===== config.mk =====
export PLATFORM = sky130hd
export DESIGN_NAME = rst_gen
export DESIGN_NICKNAME = d
export VERILOG_FILES = /design/src/rtl/rst_gen_pkg.sv /design/src/rtl/rst_gen_sync.sv /design/src/rtl/rst_gen.sv
export SDC_FILE = /design/constraint.sdc
export NUM_CORES = 1
export LEC_CHECK = 0
export ABC_CLOCK_PERIOD_IN_PS = 2450
export CAP_MARGIN = 20
export CORE_AREA = 4 4 45 47
export DETAILED_ROUTE_END_ITERATION = 8
export DIE_AREA = 0 0 49 51
export SYNTH_ARGS = -nofsm -noshare
export SYNTH_HDL_FRONTEND = slang
export SYNTH_SLANG_ARGS = --single-unit

===== constraint.sdc =====
create_clock -name clk -period 2.45 [get_ports clk]
set_input_delay 0.49 -clock clk [delete_from_list [all_inputs] [get_ports clk]]
set_output_delay 0.49 -clock clk [all_outputs]
set_load 0.005 [all_outputs]

===== src/rtl/rst_gen_pkg.sv =====
// Shared types for the reset generator: sequencer states and reset-cause encoding.
package rst_gen_pkg;

  localparam int unsigned CAUSE_W = 2;

  typedef enum logic [1:0] {
    ASSERT = 2'b00,
    HOLD   = 2'b01,
    RUN    = 2'b10
  } state_t;

  typedef enum logic [CAUSE_W-1:0] {
    CAUSE_PWR = 2'b00,
    CAUSE_SW  = 2'b01,
    CAUSE_EXT = 2'b10
  } cause_t;

endpackage


===== src/rtl/rst_gen_sync.sv =====
// Multi-flop synchronizer, asynchronously cleared to 0 by the board reset.
module sync_chain #(
  parameter int unsigned STAGES = 2
) (
  input  logic clk,
  input  logic reset_async_n,
  input  logic d_i,
  output logic q_o
);

  logic [STAGES-1:0] sync_q;

  always_ff @(posedge clk or negedge reset_async_n) begin
    if (!reset_async_n) begin
      sync_q <= '0;
    end else begin
      sync_q <= {sync_q[STAGES-2:0], d_i};
    end
  end

  assign q_o = sync_q[STAGES-1];

endmodule


===== src/rtl/rst_gen.sv =====
// Reset sequencer: synchronizes board/ext/sw reset sources, stretches every reset
// to HOLD_CYCLES, and reports completion and the cause of the last reset.
module rst_gen
  import rst_gen_pkg::*;
#(
  parameter int unsigned SYNC_STAGES = 2,
  parameter int unsigned HOLD_CYCLES = 4,
  parameter int unsigned CNT_W       = $clog2(HOLD_CYCLES + 1)
) (
  input  logic               clk,
  input  logic               reset_async_n,
  input  logic               sw_rst_req_i,
  input  logic               ext_rst_i,
  output logic               rst_sync_o,
  output logic               rst_async_o,
  output logic               rst_done_o,
  output logic [CAUSE_W-1:0] rst_cause_o
);

  logic rel_s;
  logic ext_s;

  sync_chain #(.STAGES(SYNC_STAGES)) u_rel_sync (
    .clk           (clk),
    .reset_async_n (reset_async_n),
    .d_i           (1'b1),
    .q_o           (rel_s)
  );

  sync_chain #(.STAGES(SYNC_STAGES)) u_ext_sync (
    .clk           (clk),
    .reset_async_n (reset_async_n),
    .d_i           (ext_rst_i),
    .q_o           (ext_s)
  );

  state_t           state_q, state_d;
  cause_t           cause_q, cause_d;
  logic [CNT_W-1:0] cnt_q, cnt_d;
  logic             rst_q;
  logic             done_q;

  // Next-state: any request (ext beats sw) restarts the hold window.
  always_comb begin
    state_d = state_q;
    cause_d = cause_q;
    cnt_d   = cnt_q;
    unique case (state_q)
      ASSERT: begin
        if (rel_s) begin
          state_d = HOLD;
          cnt_d   = '0;
        end
      end
      HOLD: begin
        if (ext_s || sw_rst_req_i) begin
          cnt_d   = '0;
          cause_d = ext_s ? CAUSE_EXT : CAUSE_SW;
        end else if (cnt_q == CNT_W'(HOLD_CYCLES - 1)) begin
          state_d = RUN;
        end else begin
          cnt_d = cnt_q + CNT_W'(1);
        end
      end
      RUN: begin
        if (ext_s || sw_rst_req_i) begin
          state_d = HOLD;
          cnt_d   = '0;
          cause_d = ext_s ? CAUSE_EXT : CAUSE_SW;
        end
      end
      default: begin
        state_d = ASSERT;
        cnt_d   = '0;
      end
    endcase
  end

  // Outputs are registered from the next state so they change only on clk.
  always_ff @(posedge clk or negedge reset_async_n) begin
    if (!reset_async_n) begin
      state_q <= ASSERT;
      cause_q <= CAUSE_PWR;
      cnt_q   <= '0;
      rst_q   <= 1'b1;
      done_q  <= 1'b0;
    end else begin
      state_q <= state_d;
      cause_q <= cause_d;
      cnt_q   <= cnt_d;
      rst_q   <= (state_d != RUN);
      done_q  <= (state_d == RUN);
    end
  end

  assign rst_sync_o  = rst_q;
  assign rst_async_o = rst_q;
  assign rst_done_o  = done_q;
  assign rst_cause_o = cause_q;

  a_cnt_bound: assert property (@(posedge clk) disable iff (!reset_async_n)
    cnt_q <= CNT_W'(HOLD_CYCLES - 1));

endmodule


Word level (Yosys, flattened, before mapping). Cells that the tools add are included. Widths: inputs -> output; s select.

Register bits: 13. Latch bits: 0. Memory bits (writable): 0. Bits in read-only memories: 0. Bits of input ports: 4. Output and inout bits: 5. Logic and storage cells: 32. Memories: 0.

Add/sub/neg operators: 1. Multiply operators: 0. Divide/modulo/power cells: 0. $lt $le $gt $ge: 0. Equal/unequal tests: 8. Shift operators: 0. Multiplexer cells: 11. Bitwise gates (word level): 0. Reduce and logical (&&, ||, !) cells: 5.

Operator list (number): $mux 3 (4); $mux 2 (5); $pmux 3 s3 (1); $pmux 2 s3 (1); $eq 2x2->1 const B (2); $ne 2x2->1 const B (2); $add 3x1->3 const B (1); $eq 3x2->1 const B (1); $ne 3x3->1 const B (1); $reduce_and 3->1 (1); $eq 2x1->1 const B (1); $logic_not 2->1 (1); $ne 2x1->1 const B (1); $reduce_and 2->1 (1); $reduce_or 2->1 (1); $logic_or 1x1->1 (1).

Logic depth before layout (Yosys ltp). Gate-level depths: netlist of run 1.

Word-level depth: 5. Depth in mapped cells: 5. Depth with buffers taken out: 5.

Modules after synthesis. A second synthesis of run 1 with hierarchy kept.

Cells, all modules: 52. Area, all modules: 615.6 um2.

By module, submodules not included: rst_gen (instances 1, cells an instance 48, area an instance 515.5 um2, sequential area each 226.5 um2); sync_chain (instances 2, cells an instance 2, area an instance 50.0 um2, sequential area each 50.0 um2).

Worst setup path before layout of run 1. No wires, ideal clock.

Path kind: flip-flop to flip-flop. Start: register cnt_q[0]. End: register cnt_q[0]. Setup time: 125 ps. Arrival: 1506 ps. Required time: 2325 ps. Path slack: 819 ps. Cell stages (with the launch flop): 6. Buffers on the path: 0. Period minus slack after synthesis: 1631 ps. Cells stage by stage: dfrtp_1 ha_1 ha_1 a21o_1 a21oi_1 mux2_2.

Word-level cells in the longest chain between the ends: 4. Elaborated cells between the ends (all ways): 7. Those cells by class: add/sub: 1; eq/ne: 2; mux: 3; reduce/logical: 1.

RTL lines: start, declared (RTL line rst_gen.sv:39) `logic [CNT_W-1:0] cnt_q, cnt_d;`; start signal, assigned (RTL line rst_gen.sv:90) `cnt_q <= cnt_d;`; $add 3x1->3 (RTL line rst_gen.sv:62) `cnt_d = cnt_q + CNT_W'(1);`; $mux 3 (RTL line rst_gen.sv:59) `end else if (cnt_q == CNT_W'(HOLD_CYCLES - 1)) begin`; $mux 3 (RTL line rst_gen.sv:56) `if (ext_s || sw_rst_req_i) begin`; $pmux 3 s3 (RTL line rst_gen.sv:48) `unique case (state_q)`.

Parallel ways exist; a longest one is shown, timed or not. The select of a mux whose other input is x is not followed. A chain may end at the register's enable or synchronous reset.

Worst setup path after layout of run 1.
Start: register rst_q, in the netlist rst_async_o. End: output port rst_async_o.

RTL lines: start, declared (RTL line rst_gen.sv:40) `logic rst_q;`; start signal, assigned (RTL line rst_gen.sv:91) `rst_q <= (state_d != RUN);`; end, declared (RTL line rst_gen.sv:15) `output logic rst_async_o,`.

No word-level cell between the ends.

==> results of run 1 <==
## worst reg2reg max path: cells and delay by family, from the launching register on
family,cells,cell delay [ns]
AOI/OAI and AO/OA,2,0.47
DFF,1,0.40
adders and majority gates,2,0.42
muxes,1,0.37
## cell usage in the layout (no fill, tap or decap), drive strengths merged
cell type	Yosys	layout
a211o	1	1
a211oi	1	1
a21o	1	1
a21oi	3	3
a22o	1	1
and3	3	3
clkbuf	0	4
clkdlybuf4s50	0	8
conb	1	1
dfrtp	12	12
dfstp	1	1
ha	6	6
inv	5	5
mux2	3	3
nand2	2	2
nor2	3	3
nor2b	1	1
nor3	1	1
o2111a	1	1
o2111ai	1	1
o21ai	2	2
or3b	2	2
## cell type report
class,instances,share of cell area (%)
inverters,5,2.551
flip-flops and latches,13,44.39
repair buffers,8,10.88
clock buffers,4,3.571
well taps,17,2.891
multi-input cells,33,35.71
## per-stage QoR
step	instance area [um^2]	hold slack [ns]
final	735.7	0.3566
after global routing	735.7	0.3624
after CTS	735.7	0.3540
after detailed placement	709.4	0.3373
after global placement	709.4	0.3328
after floorplan	615.6	0.1944
## path summary, 6_finish.rpt
check,startpoint,endpoint,slack (ns),depth (start not counted)
worst min-delay path,u_ext_sync.sync_q[0]$_DFF_PN0_,u_ext_sync.sync_q[1]$_DFF_PN0_,0.36,0
max in group asynchronous,reset_async_n,rst_cause_o[0]$_DFFE_PN0P_,1.50,1
worst max register to register,cnt_q[0]$_DFFE_PN0P_,cnt_q[0]$_DFFE_PN0P_,0.69,5
min in group asynchronous,reset_async_n,cnt_q[2]$_DFFE_PN0P_,0.57,1
worst min register to register,u_ext_sync.sync_q[0]$_DFF_PN0_,u_ext_sync.sync_q[1]$_DFF_PN0_,0.36,0
worst max-delay path,rst_async_o$_DFF_PN1_,rst_async_o,0.66,1
## routing by layer
| layer | wire, um | share of wire (%) | vias to the layer above |
|---|---|---|---|
| li1 | - | - | 203 |
| met1 | 431 | 41 | 198 |
| met2 | 541 | 52 | 11 |
| met3 | 39 | 3.7 | 4 |
| met4 | 29 | 2.8 | 0 |
| met5 | 0 | 0 | - |
## cell families (layout without fill, tap and decap cells)
group                      count (synthesis)  count (layout)  synth area share (%)
AOI/OAI and AO/OA                         11              11                 13.62
adders and majority gates                  6               6                 12.19
buffers and inverters                      6              17                 4.269
DFF                                       13              13                 53.05
muxes                                      3               3                 5.487
other                                      1               1                0.6092
and+or+nand+nor                           12              12                 10.77
## state kept, by name, summed over array words and instances, names as in the netlist
name	count
cnt_q	3
rst_cause_o	2
state_q	2
u_ext_sync.sync_q	2
u_rel_sync.sync_q	2
rst_async_o	1
rst_done_o	1
## power groups by stage
stage	clock (W)	sequential (W)	combinational, W
after global placement	0	0.000276	0.000190
final	0.000130	0.000272	0.000189
after detailed placement	0	0.000276	0.000188
after global routing	0.000143	0.000276	0.000212
after floorplan	0	0.000272	0.000123
after CTS	0.000137	0.000272	0.000190
==> impl_metrics.yaml, run 1 <==
clocking:
  ctsResizeCount: 0
  clkLatencyLatePin_ns: 0.28
  cts_max_level: 1
  clk_path_buf_depth: 2
  cts_tree: "done"
  clock-sinks: 13
  cts-hold-fix-buffers: 0
  root_buffer: "clkbuf_4"
  postCtsSetupBuffers: 0
  cts_buffers: 3
  path_clk_slew_ns: 0.08
setup_path:
  cp.arrival_ns: 1.30
  critPathTopFamily: "flip-flops"
  endpoint_kind: "primary output"
  worst-path-max-fanout: 2
  critPathMaxStageDelay_ns: 0.53
  cp_num_buf_inv: 1
  cpMaxStageDelayCell: "dfstp_2"
  cp-start-kind: "flop"
  crit_type: "reg2out"
  worstPathCellList: "clkdlybuf4s50_1"
  required_ns: 1.96
detailed_routing:
  drt_pass1_iterations: 3
  drt_iter0_drc: 2
  via_count: 416
  wl_um: 1043
  vias_per_cell: 5.200
  wl_per_cell_um: 13.04
  antenna_left: 0
  drc: 0
logic_synthesis:
  ys_dominant_reg_cell: "dfrtp_1"
  synth_top_area_share_pct: 48.78
  synthArstFlopShare_pct: 100.0
  synthTopCellsByArea: "dfrtp_1 49%, ha_1 12%, mux2_2 5.5%, dfstp_2 4.3%, and3_1 3.0%"
  syn_inst: 52
  synth.distinct_cells: 22
  synth_common_cells: "12 x dfrtp_1, 6 x ha_1, 5 x inv_1"
  synth_edf_count: 0
  netlist_area_um2: 615.6
  synth.most_common_cell: "dfrtp_1"
  syn_avg_cell_area_um2: 11.84
  synth-seq-cells: 13
  ys_seq_area_share_pct: 53.05
  yosys_warnings: 0
  yosysTopAreaCell: "dfrtp_1"
  synth_nets: 62
power_and_ir_drop:
  power_frac_seq_pct: 46.0
  p_switching_w: 0.0001803
  p_total_w: 0.0005910
  p_sw_share_pct: 30.52
  clkPwrFrac_pct: 22.0
  leakagePower_nw: 0.3518
  power_frac_comb_pct: 32.0
  ir_drop_mv: 0.4325
  p_int_w: 0.0004106
  cellPowerDensity_nw_per_um2: 803.3
placed_design:
  place_inst: 76
  dpl.hpwl_um: 791.9
  post-place-ws_ns: 0.4575
  place_congestion: 0.7720
  io_buffers: 8
die:
  die_area_um2: 2499
  ios: 9
  fp.coreArea_um2: 1652
  dieWidth_um: 49
  rows: 15
  die_h_um: 51
  start_util_pct: 37.27
finish:
  nFillCells: 164
  nets: 74
  multi_input_comb_area_um2: 262.8
  final_layout_size_suffix_gt1_share_pct: 14.29
  regArea_um2: 326.6
  antennaDiodeCount: 0
  finalNonFillerCells: 80
  final_core_util_pct: 44.55
  syn2layout_area_growth_pct: 19.51
grt:
  grt_use_total_pct: 9.777
  grt.busiest_layer: "met2"
  grt_util_met3_pct: 2.624
  met1_usage_pct: 9.489
  grt_overflow: 0
  grt_max_degree: 14
  met2_usage_pct: 17.17
  antenna_found_initial: 0
  grt_pass1_wl_um: 1794
  grt_pass1_vias: 439
timing:
  max_freq_mhz: 559.2
  hold_violations: 0
  maxSlewViolCount: 0
  tightest_slew_ns: 0.5646
  rsz0062_at_grt: "no"
  max_slew_margin_pct: 62.24
  fin_tns_setup_ns: 0
  skew_ns: 0.008513
  final.period_utilization_pct: 73.00
  period_needed_ns: 1.788
  setup_viol: 0
  fin_ws_ns: 0.6616
flow_run:
  max_cap_viol_count: 0
hold_path:
  min-delay-path-class: "reg2reg"
status:
  status: "complete, no violations"
Note: power is estimated with default switching activity, not from simulation.
==> inputs of run 2 (changes only) <==
ABC_CLOCK_PERIOD_IN_PS = 1800   (was 2450)
clock period = 1.8 ns   (was 2.45 ns; I/O delays follow)
==> impl_metrics.yaml, run 2 (same netlist as run 1, synthesis figures left out) <==
finish:
  layout_common_cells: "12 x dfrtp_1, 8 x clkdlybuf4s50_1, 5 x inv_1, 5 x ha_1"
  final_common_cell: "dfrtp_1"
  antennaDiodeCount: 0
  final_core_util_pct: 45.83
  syn2layout_area_growth_pct: 22.97
  largest_reg_flops: 3
  regMostFlops: "cnt_q"
  nets: 76
  final_layout_size_suffix_gt1_share_pct: 20.00
timing:
  fin_ws_ns: 0.1291
  hold_violations: 0
  rsz0062_at_grt: "no"
  tightest_slew_ns: 0.5828
  max_freq_mhz: 598.5
  hold_ws_ns: 0.3534
  final.period_utilization_pct: 92.83
  setup_viol: 0
  period_needed_ns: 1.671
  fin_tns_setup_ns: 0
  max_slew_margin_pct: 61.02
  maxSlewViolCount: 0
  skew_ns: 0.0005992
die:
  die_h_um: 51
  rows: 15
  ios: 9
  fp.coreArea_um2: 1652
  start_util_pct: 37.27
  die_area_um2: 2499
  dieWidth_um: 49
detailed_routing:
  drt_iter0_drc: 4
  wl_per_cell_um: 13.02
  via_count: 428
  drt_pass1_iterations: 4
  drc: 0
  antenna_left: 0
  wl_um: 1068
  vias_per_cell: 5.220
clocking:
  clock-sinks: 13
  cts_tree: "done"
  root_buffer: "clkbuf_4"
  clk_path_buf_depth: 2
  path_clk_slew_ns: 0.08
  cts_buffers: 3
  clkLatencyLatePin_ns: 0.27
  cts_max_level: 1
hold_path:
  min_to: "u_ext_sync.sync_q[1]$_DFF_PN0_"
  min-delay-path-class: "reg2reg"
  hold_start: "u_ext_sync.sync_q[0]$_DFF_PN0_"
  holdPathStages: 0
setup_path:
  crit_type: "reg2reg"
  worstPathCellList: "ha_1, ha_1, a21o_1, a21oi_2, mux2_2"
  ff2ff_path_depth: 5
  cp.arrival_ns: 1.83
  cp-start-kind: "flop"
  cpMostUsedCell: "ha_1"
  ff2ff_setup_slack_ns: 0.13
  cp-startpoint: "cnt_q[0]$_DFFE_PN0P_"
  critPathMaxStageDelay_ns: 0.40
  endpoint_kind: "flop"
  worst-path-max-fanout: 3
  r2r-start: "cnt_q[0]$_DFFE_PN0P_"
  cpMaxStageDelayCell: "dfrtp_1"
  required_ns: 1.96
  rr_endpoint: "cnt_q[0]$_DFFE_PN0P_"
power_and_ir_drop:
  p_total_w: 0.0008251
  power_frac_comb_pct: 33.4
  p_int_w: 0.0005681
  ir_drop_mv: 0.6792
  p_switching_w: 0.0002569
  leakagePower_nw: 0.3603
  cellPowerDensity_nw_per_um2: 1090
  power_frac_seq_pct: 45.0
  p_sw_share_pct: 31.14
  clkPwrFrac_pct: 21.6
flow_run:
  max_cap_viol_count: 0
placed_design:
  place_congestion: 0.7692
  dpl.hpwl_um: 803.2
  post-place-ws_ns: -0.006943
  io_buffers: 8
grt:
  grt_pass1_vias: 467
  antenna_found_initial: 0
  grt_max_degree: 14
  grt_use_total_pct: 10.04
  grt_overflow: 0
  grt_pass1_wl_um: 1904
status:
  status: "complete, no violations"
## run 2: metal layers
layer,wire (um),vias up,part of all wire (%),global-route usage (%)
met2,547,9,51,17.17
met5,0,-,0,0
li1,-,206,-,-
met4,27,0,2.5,8.072
met1,456,209,43,10.81
met3,36,4,3.4,1.749
## run 2: how the worst max path moves through the flow
stage | to | cells after the start
after floorplan | cnt_q[0]$_DFFE_PN0P_ | 5
after CTS | cnt_q[0]$_DFFE_PN0P_ | 5
after global placement | rst_done_o$_DFF_PN0_ | 4
after detailed placement | rst_done_o$_DFF_PN0_ | 4
final | cnt_q[0]$_DFFE_PN0P_ | 5
after global routing | rst_async_o$_DFF_PN1_ | 5
## run 2: area by class of cell
type / instances / area, um^2
Fill cell: 178 / 894.6
Sequential cell: 13 / 326.6
Multi-Input combinational cell: 33 / 269.0
Timing Repair Buffer: 10 / 95.09
Clock buffer: 4 / 26.28
Tap cell: 17 / 21.27
Inverter: 5 / 18.77
## run 2: timing repair
item,4_1_cts,5_1_grt
endpoints found under the hold margin,0,0
buffers inserted,0,0
setup endpoints to repair,0,6
hold buffers,0,0
resized for setup,0,2
## run 2: power groups by stage
stage                     logic, W  clock network (W)  registers [W]
after CTS                 0.000272           0.000187       0.000370
after global placement    0.000265                  0       0.000376
after global routing      0.000311           0.000198       0.000377
after detailed placement  0.000269                  0       0.000374
after floorplan           0.000168                  0       0.000371
final                     0.000276           0.000178       0.000371
## run 2: worst max-delay path: cells and delay by family (launching register included)
kind / cells / cell delay [ns]
fa+ha+maj: 2 / 0.42
flops: 1 / 0.40
compound gates: 2 / 0.39
mux: 1 / 0.35
## run 2: metrics by stage
step / cell area [um^2] / std cells
after floorplan: 615.6 / 52
after global placement: 724.4 / 78
after detailed placement: 724.4 / 78
after CTS: 750.7 / 82
after global routing: 757.0 / 82
final: 757.0 / 82
